[src/rtl/decode_stage_pkg.sv]
// Shared opcode/funct constants, ALU encoding and pipeline-register layouts
// for the instruction-decode stage.
package decode_stage_pkg;

    localparam logic [5:0] OP_RTYPE = 6'h00;
    localparam logic [5:0] OP_J     = 6'h02;
    localparam logic [5:0] OP_BEQ   = 6'h04;
    localparam logic [5:0] OP_ADDI  = 6'h08;
    localparam logic [5:0] OP_LW    = 6'h23;
    localparam logic [5:0] OP_SW    = 6'h2B;

    localparam logic [5:0] FN_ADD = 6'h20;
    localparam logic [5:0] FN_SUB = 6'h22;
    localparam logic [5:0] FN_AND = 6'h24;
    localparam logic [5:0] FN_OR  = 6'h25;
    localparam logic [5:0] FN_SLT = 6'h2A;

    localparam logic [31:0] NOP_INSTR = 32'h0000_0000;

    typedef enum logic [2:0] {
        ALU_ADD = 3'd0,
        ALU_SUB = 3'd1,
        ALU_AND = 3'd2,
        ALU_OR  = 3'd3,
        ALU_SLT = 3'd4
    } alu_op_e;

    typedef struct packed {
        alu_op_e    alu_op;
        logic       alu_src;
        logic       mem_read;
        logic       mem_write;
        logic       reg_write;
        logic       mem_to_reg;
        logic [4:0] dest;
    } ctrl_t;

    typedef struct packed {
        logic [31:0] rs_data;
        logic [31:0] rt_data;
        logic [31:0] imm;
        logic [4:0]  rs;
        logic [4:0]  rt;
        ctrl_t       ctrl;
    } idex_t;

    function automatic logic [31:0] sign_ext16(input logic [15:0] v);
        return {{16{v[15]}}, v};
    endfunction

endpackage

[src/rtl/decode_stage_register_file.sv]
// Register file: two combinational read ports with write bypass, one write port.
// Latency: reads 0 cycles, writes visible to the array after the edge (bypass covers the same cycle).
// Backpressure: none; every write is accepted.
module register_file #(
    parameter int NUM_REGS = 32
) (
    input  logic        clk,
    input  logic        rst_n,
    input  logic        we,
    input  logic [4:0]  waddr,
    input  logic [31:0] wdata,
    input  logic [4:0]  raddr_a,
    input  logic [4:0]  raddr_b,
    output logic [31:0] rdata_a,
    output logic [31:0] rdata_b
);

    logic [31:0] regs_q [NUM_REGS];
    logic [31:0] regs_d [NUM_REGS];

    always_comb begin
        regs_d = regs_q;
        if (we && waddr != 5'd0) begin
            regs_d[waddr] = wdata;
        end
    end

    always_ff @(posedge clk or negedge rst_n) begin
        if (!rst_n) begin
            for (int i = 0; i < NUM_REGS; i++) begin
                regs_q[i] <= '0;
            end
        end else begin
            regs_q <= regs_d;
        end
    end

    // Register 0 wins over the bypass so writes to $0 never leak out.
    always_comb begin
        rdata_a = '0;
        rdata_b = '0;
        if (raddr_a != 5'd0) begin
            rdata_a = (we && waddr == raddr_a) ? wdata : regs_q[raddr_a];
        end
        if (raddr_b != 5'd0) begin
            rdata_b = (we && waddr == raddr_b) ? wdata : regs_q[raddr_b];
        end
    end

endmodule

[src/rtl/decode_stage.sv]
// Decode stage: IF/ID register, register read, control decode, j/beq resolution, ID/EX register.
// Latency: instruction in IF/ID one edge after fetch, ID/EX outputs valid after the following edge.
// Backpressure: stall holds fetch and IF/ID and injects an ID/EX bubble; jump flushes IF/ID.
module decode_stage
    import decode_stage_pkg::*;
#(
    parameter int          NUM_REGS = 32,
    parameter logic [31:0] RESET_PC = 32'h0000_0000
) (
    input  logic        clk,
    input  logic        reset,
    input  logic [31:0] Instruction_Code,
    input  logic [31:0] PC,
    output logic        stall,
    output logic        jump,
    output logic [31:0] extended,
    input  logic        wb_we,
    input  logic [4:0]  wb_addr,
    input  logic [31:0] wb_data,
    input  logic        ex_reg_write,
    input  logic        ex_mem_read,
    input  logic [4:0]  ex_dest,
    input  logic        mem_reg_write,
    input  logic [4:0]  mem_dest,
    output logic [31:0] id_ex_rs_data,
    output logic [31:0] id_ex_rt_data,
    output logic [31:0] id_ex_imm,
    output logic [4:0]  id_ex_rs,
    output logic [4:0]  id_ex_rt,
    output logic [4:0]  id_ex_dest,
    output logic [2:0]  id_ex_alu_op,
    output logic        id_ex_alu_src,
    output logic        id_ex_mem_read,
    output logic        id_ex_mem_write,
    output logic        id_ex_reg_write,
    output logic        id_ex_mem_to_reg
);

    logic [31:0] ifid_instr_q, ifid_instr_d;
    logic [31:0] ifid_pc_q, ifid_pc_d;
    idex_t       idex_q, idex_d;

    logic [5:0]  opcode, funct;
    logic [4:0]  rs, rt, rd;
    logic [31:0] rs_data, rt_data, imm, pc4, branch_target;
    ctrl_t       ctrl;
    logic        is_j, is_beq, uses_rt, rtype_ok;
    logic        load_use, branch_dep;

    assign opcode = ifid_instr_q[31:26];
    assign rs     = ifid_instr_q[25:21];
    assign rt     = ifid_instr_q[20:16];
    assign rd     = ifid_instr_q[15:11];
    assign funct  = ifid_instr_q[5:0];
    assign imm    = sign_ext16(ifid_instr_q[15:0]);

    register_file #(
        .NUM_REGS (NUM_REGS)
    ) u_register_file (
        .clk     (clk),
        .rst_n   (reset),
        .we      (wb_we),
        .waddr   (wb_addr),
        .wdata   (wb_data),
        .raddr_a (rs),
        .raddr_b (rt),
        .rdata_a (rs_data),
        .rdata_b (rt_data)
    );

    always_comb begin
        ctrl     = '0;
        is_j     = 1'b0;
        is_beq   = 1'b0;
        uses_rt  = 1'b0;
        rtype_ok = 1'b1;
        unique case (opcode)
            OP_RTYPE: begin
                uses_rt = 1'b1;
                case (funct)
                    FN_ADD:  ctrl.alu_op = ALU_ADD;
                    FN_SUB:  ctrl.alu_op = ALU_SUB;
                    FN_AND:  ctrl.alu_op = ALU_AND;
                    FN_OR:   ctrl.alu_op = ALU_OR;
                    FN_SLT:  ctrl.alu_op = ALU_SLT;
                    default: rtype_ok    = 1'b0;
                endcase
                if (rtype_ok) begin
                    ctrl.reg_write = 1'b1;
                    ctrl.dest      = rd;
                end else begin
                    ctrl = '0;
                end
            end
            OP_ADDI: begin
                ctrl.alu_src   = 1'b1;
                ctrl.reg_write = 1'b1;
                ctrl.dest      = rt;
            end
            OP_LW: begin
                ctrl.alu_src    = 1'b1;
                ctrl.mem_read   = 1'b1;
                ctrl.mem_to_reg = 1'b1;
                ctrl.reg_write  = 1'b1;
                ctrl.dest       = rt;
            end
            OP_SW: begin
                uses_rt        = 1'b1;
                ctrl.alu_src   = 1'b1;
                ctrl.mem_write = 1'b1;
            end
            OP_BEQ: begin
                uses_rt = 1'b1;
                is_beq  = 1'b1;
            end
            OP_J:    is_j = 1'b1;
            default: ctrl = '0;
        endcase
    end

    // beq compares in decode, so it must wait for any in-flight producer of its operands.
    always_comb begin
        load_use   = ex_mem_read && ex_dest != 5'd0 &&
                     (ex_dest == rs || (uses_rt && ex_dest == rt));
        branch_dep = is_beq &&
                     ((ex_reg_write && ex_dest != 5'd0 && (ex_dest == rs || ex_dest == rt)) ||
                      (mem_reg_write && mem_dest != 5'd0 && (mem_dest == rs || mem_dest == rt)));
        stall      = load_use || branch_dep;

        pc4           = ifid_pc_q + 32'd4;
        branch_target = pc4 + (imm << 2);
        jump          = !stall && (is_j || (is_beq && rs_data == rt_data));
        extended      = is_j ? {pc4[31:28], ifid_instr_q[25:0], 2'b00} : branch_target;
    end

    always_comb begin
        ifid_instr_d = ifid_instr_q;
        ifid_pc_d    = ifid_pc_q;
        if (!stall) begin
            ifid_instr_d = jump ? NOP_INSTR : Instruction_Code;
            ifid_pc_d    = PC;
        end

        idex_d = '0;
        if (!stall && !jump) begin
            idex_d.rs_data = rs_data;
            idex_d.rt_data = rt_data;
            idex_d.imm     = imm;
            idex_d.rs      = rs;
            idex_d.rt      = rt;
            idex_d.ctrl    = ctrl;
        end
    end

    always_ff @(posedge clk or negedge reset) begin
        if (!reset) begin
            ifid_instr_q <= NOP_INSTR;
            ifid_pc_q    <= RESET_PC;
            idex_q       <= '0;
        end else begin
            ifid_instr_q <= ifid_instr_d;
            ifid_pc_q    <= ifid_pc_d;
            idex_q       <= idex_d;
        end
    end

    assign id_ex_rs_data    = idex_q.rs_data;
    assign id_ex_rt_data    = idex_q.rt_data;
    assign id_ex_imm        = idex_q.imm;
    assign id_ex_rs         = idex_q.rs;
    assign id_ex_rt         = idex_q.rt;
    assign id_ex_dest       = idex_q.ctrl.dest;
    assign id_ex_alu_op     = idex_q.ctrl.alu_op;
    assign id_ex_alu_src    = idex_q.ctrl.alu_src;
    assign id_ex_mem_read   = idex_q.ctrl.mem_read;
    assign id_ex_mem_write  = idex_q.ctrl.mem_write;
    assign id_ex_reg_write  = idex_q.ctrl.reg_write;
    assign id_ex_mem_to_reg = idex_q.ctrl.mem_to_reg;

endmodule
[config.mk]
export PLATFORM = sky130hd
export DESIGN_NAME = decode_stage
export DESIGN_NICKNAME = d
export VERILOG_FILES = /design/src/rtl/decode_stage_pkg.sv /design/src/rtl/decode_stage_register_file.sv /design/src/rtl/decode_stage.sv
export SDC_FILE = /design/constraint.sdc
export NUM_CORES = 2
export LEC_CHECK = 0
export BUFFER_PORTS_ARGS = -buffer_cell sky130_fd_sc_hd__buf_2
export CORE_UTILIZATION = 50
export DETAILED_ROUTE_END_ITERATION = 7
export PLACE_DENSITY = 0.74
export SLEW_MARGIN = 40
export SYNTH_ARGS = -nofsm -noshare
export SYNTH_HDL_FRONTEND = slang
export SYNTH_SLANG_ARGS = --single-unit
[constraint.sdc]
create_clock -name clk -period 12 [get_ports clk]
set_input_delay 0.6 -clock clk [delete_from_list [all_inputs] [get_ports clk]]
set_output_delay 0.6 -clock clk [all_outputs]
set_load 0.005 [all_outputs]
==> run_results.csv <==
group,metric,value,unit
status,status,"finished, final reports clean",
global_route,grt_max_degree,145,
critical_path,critPathRequiredTime,11.40,ns
critical_path,max_stage_delay,0.80,ns
yosys,synth_area,65000,sq um
critical_path,critPathKind,"reg -> out",
timing,max_slew.worst_pin.slew,1.01,ns
detailed_routing,vias_per_cell,6.97,
finish,layout.nets,5131,
yosys,synth-simple-area-share,0.0618,
yosys,syn_inst,4951,
worst_hold_path,hold_class,"in -> reg",
finish,mostFrequentLayoutCells,"dfrtp_1 (1,179), mux2_2 (977), mux4_2 (434), buf_2 (268), nand2_1 (258)",
finish,nFillCells,10200,
pwr,p_per_area,171,nW/um^2
timing,rsz0062_at_grt,"false",
global_route,grt_use_total,0.347,
timing,setup_ws,3.94,ns
critical_path,cp.buffers_inverters,5,
floorplanning,io_pins,270,
floorplanning,rows,131,
floorplanning,die_w,363,microns
global_route,grt.met3_usage,0.131,
detailed_routing,vias,47600,
timing,max_freq,124,MHz
global_route,use_met1,0.439,
detailed_routing,wl_per_cell,33.5,microns
clocking,clk_pin_slew,0.06,ns
yosys,synth_top_family_by_area,"multiplexers",
global_route,top_usage_layer,"met2",
critical_path,crit_chain,"buf_12, buf_16, buf_6, mux4_2, mux2i_1, mux2i_1, o2111ai_1, or4b_1, nor3_1, a221o_1, o211ai_1, or4b_1, or4_1, buf_4, a21oi_1, buf_2",
yosys,ys_seq_area_frac,0.458,
floorplanning,start_util,0.507,
clocking,htree_levels,4,
finish,post-route-util,0.562,
yosys,synth_area_per_cell,13.1,sq um
yosys,ys_types,83,
pwr,vdd_drop_max,0.000118,V
detailed_routing,antenna_left,0,
timing,finalMaxSlewViolations,0,
clocking,clockBufferDepth,3,
detailed_routing,drc,0,
yosys,yosysWarnings,0,
yosys,ys.flop_type,"dfrtp_1",
place,dp_hpwl,143000,microns
clocking,clock-sinks,1190,
global_route,met2_usage,0.501,
yosys,postSynth.asyncResetShare,1.00,
clocking,cts_buffers,131,
clocking,postCtsSetupRepairBufs,0,
detailed_routing,drt-pass1-iter-count,6,
critical_path,slowest_stage,"dfrtp_4",
critical_path,crit_path_end_kind,"output pin",
finish,drive_above_1_share,0.415,
clocking,root_buffer,"clkbuf_16",
timing,post-route-min-period,8.06,ns
pwr,finalPower,12.3,mW
pwr,leakagePower,31.5,nW
yosys,synth_edf_count,0,
floorplanning,die_y,363,microns
finish,area_growth,10.8,%
clocking,insertion_delay,0.77,ns
yosys,synthMuxAreaShare,0.354,
global_route,grt_pass1_wl,331000,microns
flow_run,drv_cap,0,
global_route,grt_antenna_before_repair,34,
detailed_routing,drtIter0Drc,6477,
critical_path,worstSetupStartpointType,"register",
global_route,grt_pass1_vias,47300,
floorplanning,coreArea,128000,sq um
yosys,synthXorXnorAreaFrac,0.0121,
yosys,synth_fp_nets,5104,
timing,finalSetupViolCount,0,
timing,finalClockSkew,0.0436,ns
floorplanning,dieArea,131000,sq um
clocking,cts_tree,"done",
detailed_routing,wl,229000,microns
critical_path,crit_fanout,62,
place,dpl_worst_slack,4.73,ns
yosys,synth_fa_ha_area_frac,0.00705,
timing,hold_violations,0,
finish,mostFrequentLayoutCell,"dfrtp_1",
global_route,overflow,0,
critical_path,worst-endpoint-arrival,7.46,ns
place,io_buffers,269,
yosys,synth_seq_cells,1190,
timing,period_share,0.672,
critical_path,critPathTopFamily,"buffers and inverters",
yosys,synth_compound_area_frac,0.0653,
timing,tns,0,ns
timing,slew_headroom,0.324,
place,gp_congestion,0.981,
==> synth_stat cells (all sizes together), types with 51 or more instances <==
library cell	number	area, sq um
a21oi	103	519
a22oi	56	420
and3	55	344
mux2	977	11000
nor3	67	335
a22o	58	508
nand3	71	355
xnor2	59	517
o21ai	127	636
dfrtp	1190	29800
buf	192	1370
nand2	273	1020
nor2	187	702
o22ai	51	319
clkbuf	313	1170
mux2i	220	2200
mux4	434	9770
==> through the flow <==
step	cells	hold slack [ns]	cell area (sq um)
after CTS	6807	0.0412	71900
after global placement	6562	0.377	67200
after floorplan	4951	0.304	65000
final	6827	0.0628	72000
after detailed placement	6570	0.383	67500
after global routing	6815	0.0537	72000
==> metal layers <==
layer / vias up / wire (microns)
met5: - / 240
met4: 34 / 17000
met3: 991 / 31700
met2: 3394 / 98300
met1: 24400 / 81600
li1: 18700 / -
==> cells by family (layout without fill, tap and decap cells) <==
group | Yosys count | in the layout
buffers and inverters | 554 | 684
other | 0 | 17
muxes | 1631 | 1631
AOI/OAI and AO/OA | 617 | 617
and+or+nand+nor | 833 | 833
adders and majority gates | 36 | 36
xor gates and xnor gates | 90 | 90
DFF | 1190 | 1190
==> report_power, final <==
group,internal [mW],switching [mW]
combinational,1.47,1.39
sequential,4.74,0.583
clock,2.38,1.75
total,8.58,3.72
==> registers in the layout (all words and copies together) (netlist names), 3 cells and up <==
name and cells:
u_register_file.regs_q 1024, id_ex_rs_data 32, id_ex_rt_data 32, ifid_instr_q 32, ifid_pc_q 32, id_ex_imm 16, id_ex_dest 5, id_ex_rs 5
id_ex_rt 5, id_ex_alu_op 3
==> repair_timing <==
item                      CTS  global route
hold buffers                1             0
gates resized for setup     0             0
hold endpoints to repair   85             0
==> area by class of cell <==
type / count / area (sq um) / share of cell area
flip-flops and latches: 1190 / 29800 / 0.414
repair buffers: 399 / 2670 / 0.0371
well taps: 1729 / 2160 / 0.0300
diodes: 17 / 42.5 / 0.000591
multi-input cells: 3207 / 32700 / 0.455
clock buffers: 194 / 3860 / 0.0536
inverters: 49 / 184 / 0.00255
clock inverters: 42 / 537 / 0.00745
==> final timing paths <==
kind | start | to | slack (ns) | depth (start not counted)
max | ifid_instr_q[21] | jump | 3.94 | 16
min | PC[10] | ifid_pc_q[10] | 0.06 | 2
max reg2reg | ifid_instr_q[21] | id_ex_alu_op[2] | 5.07 | 15
min reg2reg | u_register_file.regs_q[1020] | u_register_file.regs_q[1020] | 0.40 | 0
max in group asynchronous | reset | u_register_file.regs_q[984] | 8.98 | 6
min in group asynchronous | reset | ifid_pc_q[12] | 0.44 | 2
No activity file was read; power rests on OpenSTA's default activity.
